**config.mk**
```make
export PLATFORM = sky130hd
export DESIGN_NAME = pmu_quota_regulator_flat
export DESIGN_NICKNAME = d
export VERILOG_FILES = /design/src/rtl/pmu_quota_pkg.sv /design/src/rtl/pmu_quota_regulator_if.sv /design/src/rtl/pmu_sat_counter.sv /design/src/rtl/pmu_quota_regulator.sv /design/src/flat_wrapper.sv
export SDC_FILE = /design/constraint.sdc
export NUM_CORES = 1
export LEC_CHECK = 0
export ABC_CLOCK_PERIOD_IN_PS = 7250
export CAP_MARGIN = 20
export CELL_PAD_IN_SITES_DETAIL_PLACEMENT = 1
export CELL_PAD_IN_SITES_GLOBAL_PLACEMENT = 2
export CORE_MARGIN = 4
export CORE_UTILIZATION = 35
export DETAILED_ROUTE_END_ITERATION = 10
export PLACE_DENSITY = 0.82
export SLEW_MARGIN = 10
export SYNTH_ARGS = -nofsm -noshare
export SYNTH_HDL_FRONTEND = slang
export SYNTH_SLANG_ARGS = --single-unit
```
**constraint.sdc**
```tcl
create_clock -name clk_i -period 7.25 [get_ports clk_i]
set_clock_uncertainty 0.2 [all_clocks]
set_input_delay 1.45 -clock clk_i [delete_from_list [all_inputs] [get_ports clk_i]]
set_output_delay 1.45 -clock clk_i [all_outputs]
set_load 0.02 [all_outputs]
```
**src/rtl/pmu_quota_pkg.sv**
```systemverilog
// Shared types for the per-core quota regulator.
package pmu_quota_pkg;

    localparam int unsigned StateWidth = 2;

    typedef enum logic [StateWidth-1:0] {
        StDisabled = 2'd0,
        StReload   = 2'd1,
        StRun      = 2'd2,
        StThrottle = 2'd3
    } quota_reg_state_t;

endpackage

```
**src/rtl/pmu_quota_regulator_if.sv**
```systemverilog
// Core-to-bus request handshake that passes through the quota regulator.
interface pmu_quota_regulator_if;

    logic core_valid_i;
    logic core_ready_o;
    logic bus_valid_o;
    logic bus_ready_i;

    // The regulator is the master; the core/bus environment is the slave.
    modport master (
        input  core_valid_i,
        input  bus_ready_i,
        output core_ready_o,
        output bus_valid_o
    );

    modport slave (
        output core_valid_i,
        output bus_ready_i,
        input  core_ready_o,
        input  bus_valid_o
    );

endinterface

```
**src/rtl/pmu_sat_counter.sv**
```systemverilog
// Saturating up-counter with synchronous clear; clear beats increment.
module pmu_sat_counter #(
    parameter int unsigned WIDTH = 32
) (
    input  logic             clk_i,
    input  logic             rstn_i,
    input  logic             inc,
    input  logic             clr,
    output logic [WIDTH-1:0] value
);

    logic [WIDTH-1:0] value_q, value_d;

    always_comb begin
        value_d = value_q;
        if (clr) begin
            value_d = '0;
        end else if (inc && (value_q != '1)) begin
            value_d = value_q + WIDTH'(1);
        end
    end

    always_ff @(posedge clk_i or negedge rstn_i) begin
        if (!rstn_i) begin
            value_q <= '0;
        end else begin
            value_q <= value_d;
        end
    end

    assign value = value_q;

endmodule

```
**src/rtl/pmu_quota_regulator.sv**
```systemverilog
// Opens budget windows, soft-resets the quota monitor at each window start and
// gates the core's request handshake while the quota interrupt is active.
module pmu_quota_regulator
    import pmu_quota_pkg::*;
#(
    parameter int unsigned REG_WIDTH    = 32,
    parameter int unsigned PERIOD_WIDTH = 32
) (
    input  logic                    clk_i,
    input  logic                    rstn_i,
    input  logic                    enable_i,
    input  logic [PERIOD_WIDTH-1:0] period_i,
    input  logic                    clear_stats_i,
    input  logic                    intr_quota_i,
    output logic                    quota_softrst_o,
    pmu_quota_regulator_if.master   hs,
    output logic                    throttled_o,
    output logic [REG_WIDTH-1:0]    throttle_cycles_o,
    output logic [REG_WIDTH-1:0]    windows_throttled_o
);

    quota_reg_state_t        state_q, state_d;
    logic [PERIOD_WIDTH-1:0] win_cnt_q, win_cnt_d;
    logic                    block_q, block_d;
    logic                    blank_q;
    logic                    softrst_q;
    logic                    win_end;
    logic                    stalled;
    logic                    run_to_thr;

    // >= rather than == so that shrinking the period mid-window ends it at once.
    assign win_end = (period_i != '0) && (win_cnt_q >= (period_i - PERIOD_WIDTH'(1)));
    assign stalled = hs.bus_valid_o & ~hs.bus_ready_i;

    always_comb begin
        state_d = state_q;
        if (!enable_i) begin
            state_d = StDisabled;
        end else begin
            case (state_q)
                StDisabled: state_d = StReload;
                StReload:   state_d = StRun;
                StRun: begin
                    if (win_end) begin
                        state_d = StReload;
                    end else if (intr_quota_i && !blank_q) begin
                        state_d = StThrottle;
                    end
                end
                StThrottle: begin
                    if (win_end) begin
                        state_d = StReload;
                    end
                end
                default:    state_d = StDisabled;
            endcase
        end
    end

    always_comb begin
        win_cnt_d = win_cnt_q + PERIOD_WIDTH'(1);
        block_d   = block_q;
        if ((state_d == StDisabled) || (state_d == StReload)) begin
            win_cnt_d = '0;
            block_d   = 1'b0;
        end else if ((state_d == StThrottle) && !stalled) begin
            // A beat waiting on the bus is never withdrawn; retry next cycle.
            block_d = 1'b1;
        end
    end

    assign run_to_thr = (state_q == StRun) && (state_d == StThrottle);

    always_ff @(posedge clk_i or negedge rstn_i) begin
        if (!rstn_i) begin
            state_q   <= StDisabled;
            win_cnt_q <= '0;
            block_q   <= 1'b0;
            blank_q   <= 1'b0;
            softrst_q <= 1'b0;
        end else begin
            state_q   <= state_d;
            win_cnt_q <= win_cnt_d;
            block_q   <= block_d;
            blank_q   <= (state_q == StReload);
            softrst_q <= (state_d == StReload);
        end
    end

    assign quota_softrst_o = softrst_q;
    assign hs.bus_valid_o  = hs.core_valid_i & ~block_q;
    assign hs.core_ready_o = hs.bus_ready_i & ~block_q;
    assign throttled_o     = block_q;

    pmu_sat_counter #(
        .WIDTH (REG_WIDTH)
    ) u_throttle_cycles (
        .clk_i  (clk_i),
        .rstn_i (rstn_i),
        .inc    (block_q & hs.core_valid_i),
        .clr    (clear_stats_i),
        .value  (throttle_cycles_o)
    );

    pmu_sat_counter #(
        .WIDTH (REG_WIDTH)
    ) u_windows_throttled (
        .clk_i  (clk_i),
        .rstn_i (rstn_i),
        .inc    (run_to_thr),
        .clr    (clear_stats_i),
        .value  (windows_throttled_o)
    );

endmodule

```
**src/flat_wrapper.sv**
```systemverilog
// flat-port wrapper written by rule: the top's interface ports become plain ports
module pmu_quota_regulator_flat import pmu_quota_pkg::*;
#(
    parameter int unsigned REG_WIDTH    = 32,
    parameter int unsigned PERIOD_WIDTH = 32
)
  (clk_i, rstn_i, enable_i, period_i, clear_stats_i, intr_quota_i, quota_softrst_o, throttled_o, throttle_cycles_o, windows_throttled_o, hs_core_valid_i, hs_bus_ready_i, hs_core_ready_o, hs_bus_valid_o);
  pmu_quota_regulator_if hs_i ();
  input  logic clk_i;
  input  logic rstn_i;
  input  logic enable_i;
  input  logic [PERIOD_WIDTH-1:0] period_i;
  input  logic clear_stats_i;
  input  logic intr_quota_i;
  output logic quota_softrst_o;
  output logic throttled_o;
  output logic [REG_WIDTH-1:0] throttle_cycles_o;
  output logic [REG_WIDTH-1:0] windows_throttled_o;
  input wire logic [$bits(hs_i.core_valid_i)-1:0] hs_core_valid_i;
  input wire logic [$bits(hs_i.bus_ready_i)-1:0] hs_bus_ready_i;
  output wire logic [$bits(hs_i.core_ready_o)-1:0] hs_core_ready_o;
  output wire logic [$bits(hs_i.bus_valid_o)-1:0] hs_bus_valid_o;
  assign hs_i.core_valid_i = hs_core_valid_i;
  assign hs_i.bus_ready_i = hs_bus_ready_i;
  assign hs_core_ready_o = hs_i.core_ready_o;
  assign hs_bus_valid_o = hs_i.bus_valid_o;
  pmu_quota_regulator #(.REG_WIDTH(REG_WIDTH), .PERIOD_WIDTH(PERIOD_WIDTH)) u_core (.clk_i(clk_i), .rstn_i(rstn_i), .enable_i(enable_i), .period_i(period_i), .clear_stats_i(clear_stats_i), .intr_quota_i(intr_quota_i), .quota_softrst_o(quota_softrst_o), .hs(hs_i), .throttled_o(throttled_o), .throttle_cycles_o(throttle_cycles_o), .windows_throttled_o(windows_throttled_o));
endmodule
```
# Word-level counts from Yosys, hierarchy flattened

Cells that the tools add are included.
Widths: inputs -> output; s select.

Flip-flop bits (word level): 101
Bits of input ports: 39

Order comparisons: 1
Multiplexer cells: 12
Add/sub/neg operators: 4
Bitwise gates (word level): 6
Equality and inequality tests: 7
Reduce and logical (&&, ||, !) cells: 15

Operators by type and width:

| operator              | number |
|---|---|
| $mux 32               | 5 |
| $add 32x1->32 const B | 3 |
| $ne 32x32->1 const B  | 2 |
| $ge 32x32->1          | 1 |
| $reduce_bool 32->1    | 1 |
| $sub 32x1->32 const B | 1 |
| $mux 2                | 4 |
| $pmux 2 s4            | 1 |
| $eq 2x2->1 const B    | 3 |
| $logic_and 1x1->1     | 6 |
| $reduce_bool 2->1     | 3 |
| $and 1x1->1           | 4 |
| $eq 2x1->1 const B    | 2 |
| $logic_not 2->1       | 2 |
| $logic_not 1->1       | 2 |
| $mux 1                | 2 |
| $not 1->1             | 2 |
| $logic_or 1x1->1      | 1 |

# Depth between registers and ports, before layout

Gate-level depths: netlist (run 1).

Depth after elaboration: 11
Gate-level depth with buffers: 19
Mapped depth without buffers: 17

# By module

A second synthesis (run 1) with hierarchy kept.

Cell total of the unflattened synthesis: 762
Area, all modules: 6947.9 µm²

By module, submodules not included:

| module              | cells each | instances | area an instance (µm²) |
|---|---|---|---|
| pmu_sat_counter     | 198        | 2         | 1854.3 |
| pmu_quota_regulator | 366        | 1         | 3239.4 |

# Worst setup path before layout (run 1)

OpenSTA, ideal clock, no wires.

Path kind: in2reg
From: input port period_i[5]
To: register u_core.u_windows_throttled.value_q[19] (netlist: u_core.u_windows_throttled.value[19])
Setup time: 0.078 ns
Required time: 6.972 ns
Path slack: 1.540 ns
Cell stages on the path: 18
Arrival time: 5.432 ns
Path buffers: 1
Cell sequence: or4_1 or4_4 nor2_4 nand3_1 nor2_1 nand2_1 nor4_1 xnor2_1 ha_1 nand4_1 nor2_1 a32oi_1 nand4b_1 a211oi_1 o211ai_2 buf_6 or4_1 a21oi_1

Longest elaborated chain between the ends: 10

RTL lines:

| element                                | RTL line                                             | source |
|---|---|---|
| start, declared                        | flat_wrapper.sv:12                                   | `input logic [PERIOD_WIDTH-1:0] period_i;` |
| $sub 32x1->32                          | pmu_quota_regulator.sv:32                            | `assign win_end = (period_i != '0) && (win_cnt_q >= (period_i - PERIOD_WIDTH'(1)));` |
| $ge 32x32->1                           | pmu_quota_regulator.sv:32                            |  |
| $logic_and 1x1->1 (*)                  | pmu_quota_regulator.sv:32                            |  |
| $mux 2 (on tied branches)              | pmu_quota_regulator.sv:51, pmu_quota_regulator.sv:44 |  |
| $pmux 2 s4 (*)                         | pmu_quota_regulator.sv:40                            | `case (state_q)` |
| $mux 2 (*)                             | pmu_quota_regulator.sv:37                            | `if (!enable_i) begin` |
| $eq 2x2->1 (*)                         | pmu_quota_regulator.sv:72                            | `assign run_to_thr = (state_q == StRun) && (state_d == StThrottle);` |
| $logic_and 1x1->1 (*)                  | pmu_quota_regulator.sv:72                            |  |
| $logic_and 1x1->1 (*)                  | pmu_sat_counter.sv:18                                | `end else if (inc && (value_q != '1)) begin` |
| $reduce_bool 2->1 (no source line) (*) | --                                                   |  |
| end signal, assigned                   | pmu_sat_counter.sv:27                                | `value_q <= value_d;` |
| end, declared                          | pmu_sat_counter.sv:12                                | `logic [WIDTH-1:0] value_q, value_d;` |

Mark *: on every way between the ends. The rest lies on a longest branch, timed or not.
A chain may end at the register's enable or synchronous reset.

# Worst setup path after layout (run 1)

From: input port period_i[9]
To: register u_core.u_windows_throttled.value_q[10] (netlist: u_core.u_windows_throttled.value[10])

The elaborated chain is that of the path after synthesis.

==> results.yml, run 1 <==
critical_path:
  crit_type: "in -> reg"
  cp_data_arrival_time_ps: 6410
  r2r_cells: 9
  cp-start-kind: "input pin"
  critical-path-top-delay-family: "simple AND/OR/NAND/NOR gates"
  worst-path-max-fanout: 12
  critPathBufInv: 3
  cp.depth: 18
  required_ps: 7320
  max_stage_delay_ps: 590
  end_kind: "flip-flop"
  crit_chain: "clkdlybuf4s50_1 -> or4_4 -> or4_4 -> nor4_1 -> nand2_1 -> nor2_1 -> xnor2_1 -> ha_1 -> nand4_1 -> nor2_1 -> a32oi_1 -> nand4b_1 -> a211oi_1 -> buf_4 -> o21ai_1 -> buf_4 -> or4_1 -> a21oi_1"
  cp_slowest_cell: "or4_4"
sta:
  setup-tns-final_ps: 0
  slew_violations: 0
  finalHoldViolCount: 0
  period_share_pct: 87.5
  period_needed_ps: 6340
  rsz0062_at_grt: "false"
  max-slew-margin-rel_pct: 50.0
  layout_setup_ws_ps: 907
  clock.fmax_mhz: 158
  tightest_slew_ps: 750
  setup_viol: 0
  fin_hold_ws_ps: 302
detailed_routing:
  drtIter0Drc: 138
  wire_per_inst_um: 17.2
  drtPass1Iterations: 4
  ant_nets: 0
  dr_total_vias: 5516
  avgViaCountPerCell: 5.37
  wl_um: 17700
  route.detailed.drc: 0
place:
  place_ws_ps: 360
  gp_congestion: 0.811
  dp_cells: 1010
  io_buffers: 106
  detailed_place_hpwl_um: 13100
hold_path:
  hold_path_depth: 1
  hold_class: "reg -> reg"
layout:
  area_growth_pct: 25.7
  final_cells: 1027
  nFillCells: 1995
  post-route-util_pct: 45.1
  final_common_cell: "nor2_1"
  seqCellArea_um2: 2530
  most-common-layout-cells: "105 x nor2_1, 104 x clkdlybuf4s50_1, 101 x dfrtp_1, 65 x nand2_1, 47 x xor2_1"
  layout.nets: 875
  drive_gt1_share_pct: 4.61
  multi_input_area_um2: 3590
  num_antenna_cells: 0
logic_synthesis:
  postSynthNetCount: 769
  syn_inst: 693
  async_reset_ff_share_pct: 100
  synth_area_leader_cell: "dfrtp_1"
  ys_types: 48
  synth-seq-cells: 101
  synth_area_um2: 6220
  yosysWarningCount: 0
  synth.area.top_cells: "dfrtp_1 41%, ha_1 7.4%, xor2_1 6.6%, nor2_1 6.3%, xnor2_1 6.1%"
  ys_seq_area_share_pct: 40.6
  synth_edf_count: 0
  ys.flop_type: "dfrtp_1"
  synth_top_area_share_pct: 40.6
  postSynthAreaPerCell_um2: 8.98
die:
  die_area_um2: 20000
  die_h_um: 141
  ios: 107
  num_rows: 48
  start_util_pct: 35.9
  chipWidth_um: 141
  core_area_um2: 17400
clock_tree:
  root_buffer: "clkbuf_16"
  cts_tree: "done"
  cts-buffers-inserted: 9
  numClockSinks: 101
  cts.reportedPaths.clkPinSlew_ps: 70
  post_cts_resized: 0
  cts_max_level: 3
  postCtsHoldBufs: 0
  clk_latency_ps: 350
  cts_setup_buffers: 0
  clockBufferDepth: 2
outcome:
  status: "complete, no violations"
global_routing:
  track_usage_pct: 18.2
  grt_max_degree: 69
  first_global_vias: 5958
  grt_overflow: 0
  antenna_found_initial: 0
  grt_pass1_wl_um: 30000
power_and_ir_drop:
  ir_worst_vdd_v: 0.0000776
  leakagePower_uw: 0.00317
  p_per_area_nw_per_um2: 145
run:
  drv_cap: 0
==> sequential cells by signal, indices dropped and copies added, names as in the netlist <==
signal,count
u_core.blank_q,1
u_core.quota_softrst_o,1
u_core.state_q,2
u_core.throttled_o,1
u_core.u_throttle_cycles.value,32
u_core.u_windows_throttled.value,32
u_core.win_cnt_q,32
==> synthesized netlist by cell type, types with 12 or more instances <==
library cell and number:
and3_1 19, nor2_1 105, a21oi_1 37, o21ai_0 22, nand4_1 20, xor2_1 47, clkbuf_1 16, nand3_1 30
and4_1 12, dfrtp_1 101, xnor2_1 43, nand2_1 65, or3_1 21, nor3_1 15, ha_1 37
==> kinds of logic after synthesis <==
group                    count (synthesis)  share of synthesized area (%)
XOR/XNOR                                90                           12.7
AND/OR/NAND/NOR                        340                           27.8
buffers and inverters                   30                           1.95
flip-flops                             101                           40.6
AO/OA/AOI/OAI                           89                           8.52
multiplexers                             6                           1.05
adder cells (fa/ha/maj)                 37                           7.44
==> power breakdown <==
part           leakage, µW  switching (µW)  internal (µW)  total [µW]
clock             0.000134             205            247         452
combinational      0.00163            65.2           44.5         110
sequential         0.00141            5.57            568         574
==> worst reg2reg max path: cells and delay by family (launching register included) <==
family / cells / cell delay (ps)
buf+inv: 1 / 200
mux: 1 / 290
flops: 1 / 450
simple gates: 2 / 230
fa+ha+maj: 1 / 350
compound gates: 4 / 1670
==> layout make-up <==
type | count | share of cell area (%)
multi-input cells | 562 | 45.9
flip-flops and latches | 101 | 32.3
repair buffers | 114 | 14.3
well taps | 225 | 3.60
clock buffers | 12 | 3.28
inverters | 11 | 0.528
clock inverters | 2 | 0.128
==> metrics by stage <==
stage	total power (µW)	cell area, µm²
after global placement	692	7530
after CTS	1160	7800
final	1130	7820
after detailed placement	695	7530
after floorplan	630	6220
after global routing	1190	7820
==> routing by layer <==
metal | wire [µm] | up-vias | GRT usage (%)
met5 | 0 | - | 0
met3 | 934 | 13 | 4.38
li1 | - | 2663 | -
met4 | 206 | 0 | 4.95
met1 | 8320 | 2753 | 23.9
met2 | 8240 | 87 | 30.2
==> final timing paths <==
check | start | to | slack (ps)
min reg2reg | u_core.win_cnt_q[0]$_DFF_PN0_ | u_core.win_cnt_q[0]$_DFF_PN0_ | 300
max | period_i[9] | u_core.u_windows_throttled.value[10]$_DFFE_PN0P_ | 910
min in group asynchronous | rstn_i | u_core.win_cnt_q[12]$_DFF_PN0_ | 940
max reg2reg | u_core.win_cnt_q[7]$_DFF_PN0_ | u_core.u_windows_throttled.value[18]$_DFFE_PN0P_ | 3740
min | u_core.win_cnt_q[0]$_DFF_PN0_ | u_core.win_cnt_q[0]$_DFF_PN0_ | 300
max in group asynchronous | rstn_i | u_core.u_throttle_cycles.value[20]$_DFFE_PN0P_ | 4790
Note: power is estimated with default switching activity, not from simulation.
==> inputs of run 2 (changes only) <==
--- a/config.mk
+++ b/config.mk
@@ -12,6 +12,7 @@
 export CORE_MARGIN = 4
 export CORE_UTILIZATION = 35
 export DETAILED_ROUTE_END_ITERATION = 10
+export HOLD_SLACK_MARGIN = 0.12
 export PLACE_DENSITY = 0.82
 export SLEW_MARGIN = 10
 export SYNTH_ARGS = -nofsm -noshare
==> results of run 2 <==
No change in the layout: final DEF, timing and power equal those of run 1.
==> inputs of run 3 (changes only) <==
--- a/config.mk
+++ b/config.mk
@@ -5,7 +5,7 @@
 export SDC_FILE = /design/constraint.sdc
 export NUM_CORES = 1
 export LEC_CHECK = 0
-export ABC_CLOCK_PERIOD_IN_PS = 7250
+export ABC_CLOCK_PERIOD_IN_PS = 7800
 export CAP_MARGIN = 20
 export CELL_PAD_IN_SITES_DETAIL_PLACEMENT = 1
 export CELL_PAD_IN_SITES_GLOBAL_PLACEMENT = 2
==> constraint.sdc (replaced) <==
create_clock -name clk_i -period 7.8 [get_ports clk_i]
set_clock_uncertainty 0.2 [all_clocks]
set_input_delay 1.56 -clock clk_i [delete_from_list [all_inputs] [get_ports clk_i]]
set_output_delay 1.56 -clock clk_i [all_outputs]
set_load 0.02 [all_outputs]
==> run 3 against run 2 <==
Sequential share of layout area is 0.11 points lower. Largest power group unchanged. Core utilization is 0.15 points higher. Critical path depth stayed put. Combinational power is 7% lower.
==> results.yml, run 3 (synthesis gave the netlist of run 1 again) <==
sta:
  tightest_slew_ps: 954
  max-slew-margin-rel_pct: 36.4
  clock.fmax_mhz: 153
  period_share_pct: 83.8
  period_needed_ps: 6540
  setup_viol: 0
  rsz0062_at_grt: "false"
  finalHoldViolCount: 0
  slew_violations: 0
  setup-tns-final_ps: 0
layout:
  final_common_cell: "nor2_1"
  drive_gt1_share_pct: 4.85
  most-common-layout-cells: "105 x nor2_1, 104 x clkdlybuf4s50_1, 101 x dfrtp_1, 65 x nand2_1, 47 x xor2_1"
  final_area_um2: 7850
  num_antenna_cells: 0
  layout.nets: 875
  area_growth_pct: 26.1
critical_path:
  crit_chain: "clkdlybuf4s50_1 -> or4_1 -> or4_4 -> nor4_1 -> nand2_1 -> nor3_1 -> xnor2_1 -> ha_1 -> nand4_1 -> nor2_1 -> a32oi_1 -> nand4b_1 -> a211oi_1 -> buf_4 -> o211ai_2 -> buf_8 -> or4_1 -> a21oi_1"
  cp_slowest_cell: "or4_1"
  worst-path-max-fanout: 21
  max_stage_delay_ps: 640
  crit_end: "u_core.u_windows_throttled.value[17]$_DFFE_PN0P_"
  cp.depth: 18
  rr_endpoint: "u_core.win_cnt_q[12]$_DFF_PN0_"
  r2r_slack_ps: 4250
  cp_data_arrival_time_ps: 6600
  crit-reg2reg-launch: "u_core.win_cnt_q[2]$_DFF_PN0_"
  end_kind: "flip-flop"
  r2r_cells: 10
  required_ps: 7860
  cpMostUsedCell: "or4_1"
  critical-path-top-delay-family: "simple AND/OR/NAND/NOR gates"
  critPathBufInv: 3
  cp-start-kind: "input pin"
  crit_start: "period_i[5]"
  crit_type: "in -> reg"
detailed_routing:
  ant_nets: 0
  route.detailed.drc: 0
  drtIter0Drc: 138
  dr_total_vias: 5438
  wire_per_inst_um: 17.2
  drtPass1Iterations: 4
  wl_um: 17700
  avgViaCountPerCell: 5.28
clock_tree:
  cts_max_level: 3
  cts_tree: "done"
  numClockSinks: 101
  clk_latency_ps: 340
  clockBufferDepth: 2
  postCtsHoldBufs: 0
  post_cts_resized: 0
  cts-buffers-inserted: 9
  cts.reportedPaths.clkPinSlew_ps: 70
  cts_setup_buffers: 0
  root_buffer: "clkbuf_16"
die:
  num_rows: 48
  core_area_um2: 17400
  start_util_pct: 35.9
  ios: 107
  die_h_um: 141
  die_area_um2: 20000
  chipWidth_um: 141
place:
  gp_congestion: 0.790
  placed_cell_area_um2: 7540
  io_buffers: 106
  detailed_place_hpwl_um: 13100
global_routing:
  first_global_vias: 5948
  track_usage_pct: 18.2
  grt_max_degree: 73
  antenna_found_initial: 0
  grt_pass1_wl_um: 30400
  grt_overflow: 0
power_and_ir_drop:
  p_per_area_nw_per_um2: 138
  ir_worst_vdd_v: 0.0000918
  leakagePower_uw: 0.00317
outcome:
  status: "complete, no violations"
run:
  drv_cap: 0
hold_path:
  hold_class: "reg -> reg"
[run 3: changes by cell type in the layout (fill, tap and decap cells not counted)]
cell / previous run / this run
clkinvlp_4: 0 / 2
clkinv_4: 0 / 1
clkbuf_8: 2 / 0
bufinv_16: 0 / 1
[run 3: worst min-delay path by stage]
| stage | startpoint | end | cells after the start | slack [ps] |
|---|---|---|---|---|
| 6_report | u_core.win_cnt_q[0]$_DFF_PN0_ | u_core.win_cnt_q[0]$_DFF_PN0_ | 1 | 290 |
| 5_1_grt | u_core.win_cnt_q[0]$_DFF_PN0_ | u_core.win_cnt_q[0]$_DFF_PN0_ | 1 | 320 |
| 4_1_cts | u_core.win_cnt_q[0]$_DFF_PN0_ | u_core.win_cnt_q[0]$_DFF_PN0_ | 1 | 300 |
| 3_5_place_dp | u_core.win_cnt_q[0]$_DFF_PN0_ | u_core.win_cnt_q[0]$_DFF_PN0_ | 1 | 280 |
| 3_3_place_gp | u_core.win_cnt_q[0]$_DFF_PN0_ | u_core.win_cnt_q[0]$_DFF_PN0_ | 1 | 270 |
| 2_1_floorplan | u_core.win_cnt_q[0]$_DFF_PN0_ | u_core.win_cnt_q[0]$_DFF_PN0_ | 1 | 250 |
[run 3: cell type report]
class | count | area, µm²
Inverter | 11 | 41.3
Tap cell | 225 | 282
Clock buffer | 10 | 229
Multi-Input combinational cell | 562 | 3590
Fill cell | 1964 | 9510
Timing Repair Buffer | 114 | 1120
Sequential cell | 101 | 2530
Clock inverter | 6 | 63.8
[run 3: through the flow]
stage | utilization [%] | setup WS [ps] | total power [µW] | hold WS (ps) | std cells
finish | 45.2 | 1260 | 1090 | 293 | 1029
global route | 45.2 | 901 | 1130 | 317 | 1029
CTS | 45.1 | 1110 | 1100 | 303 | 1027
detailed placement | 43.4 | 792 | 647 | 278 | 1011
global placement | 43.4 | 1040 | 643 | 270 | 1011
floorplan | - | 1980 | 586 | 246 | 693
[run 3: power breakdown]
| group | leakage [µW] | total (µW) | internal [µW] | switching (µW) |
|---|---|---|---|---|
| combinational | 0.00163 | 102 | 41.4 | 61.0 |
| clock | 0.000138 | 450 | 249 | 201 |
| sequential | 0.00141 | 533 | 528 | 5.02 |
| total | 0.00317 | 1090 | 818 | 267 |
[run 3: per-layer routing]
metal,global-route usage [%],vias to the layer above,share of wire (%)
met5,0,-,0
met4,3.06,0,0.67
met3,4.35,8,5.5
met2,29.8,88,47
met1,25.0,2688,47
li1,-,2654,-
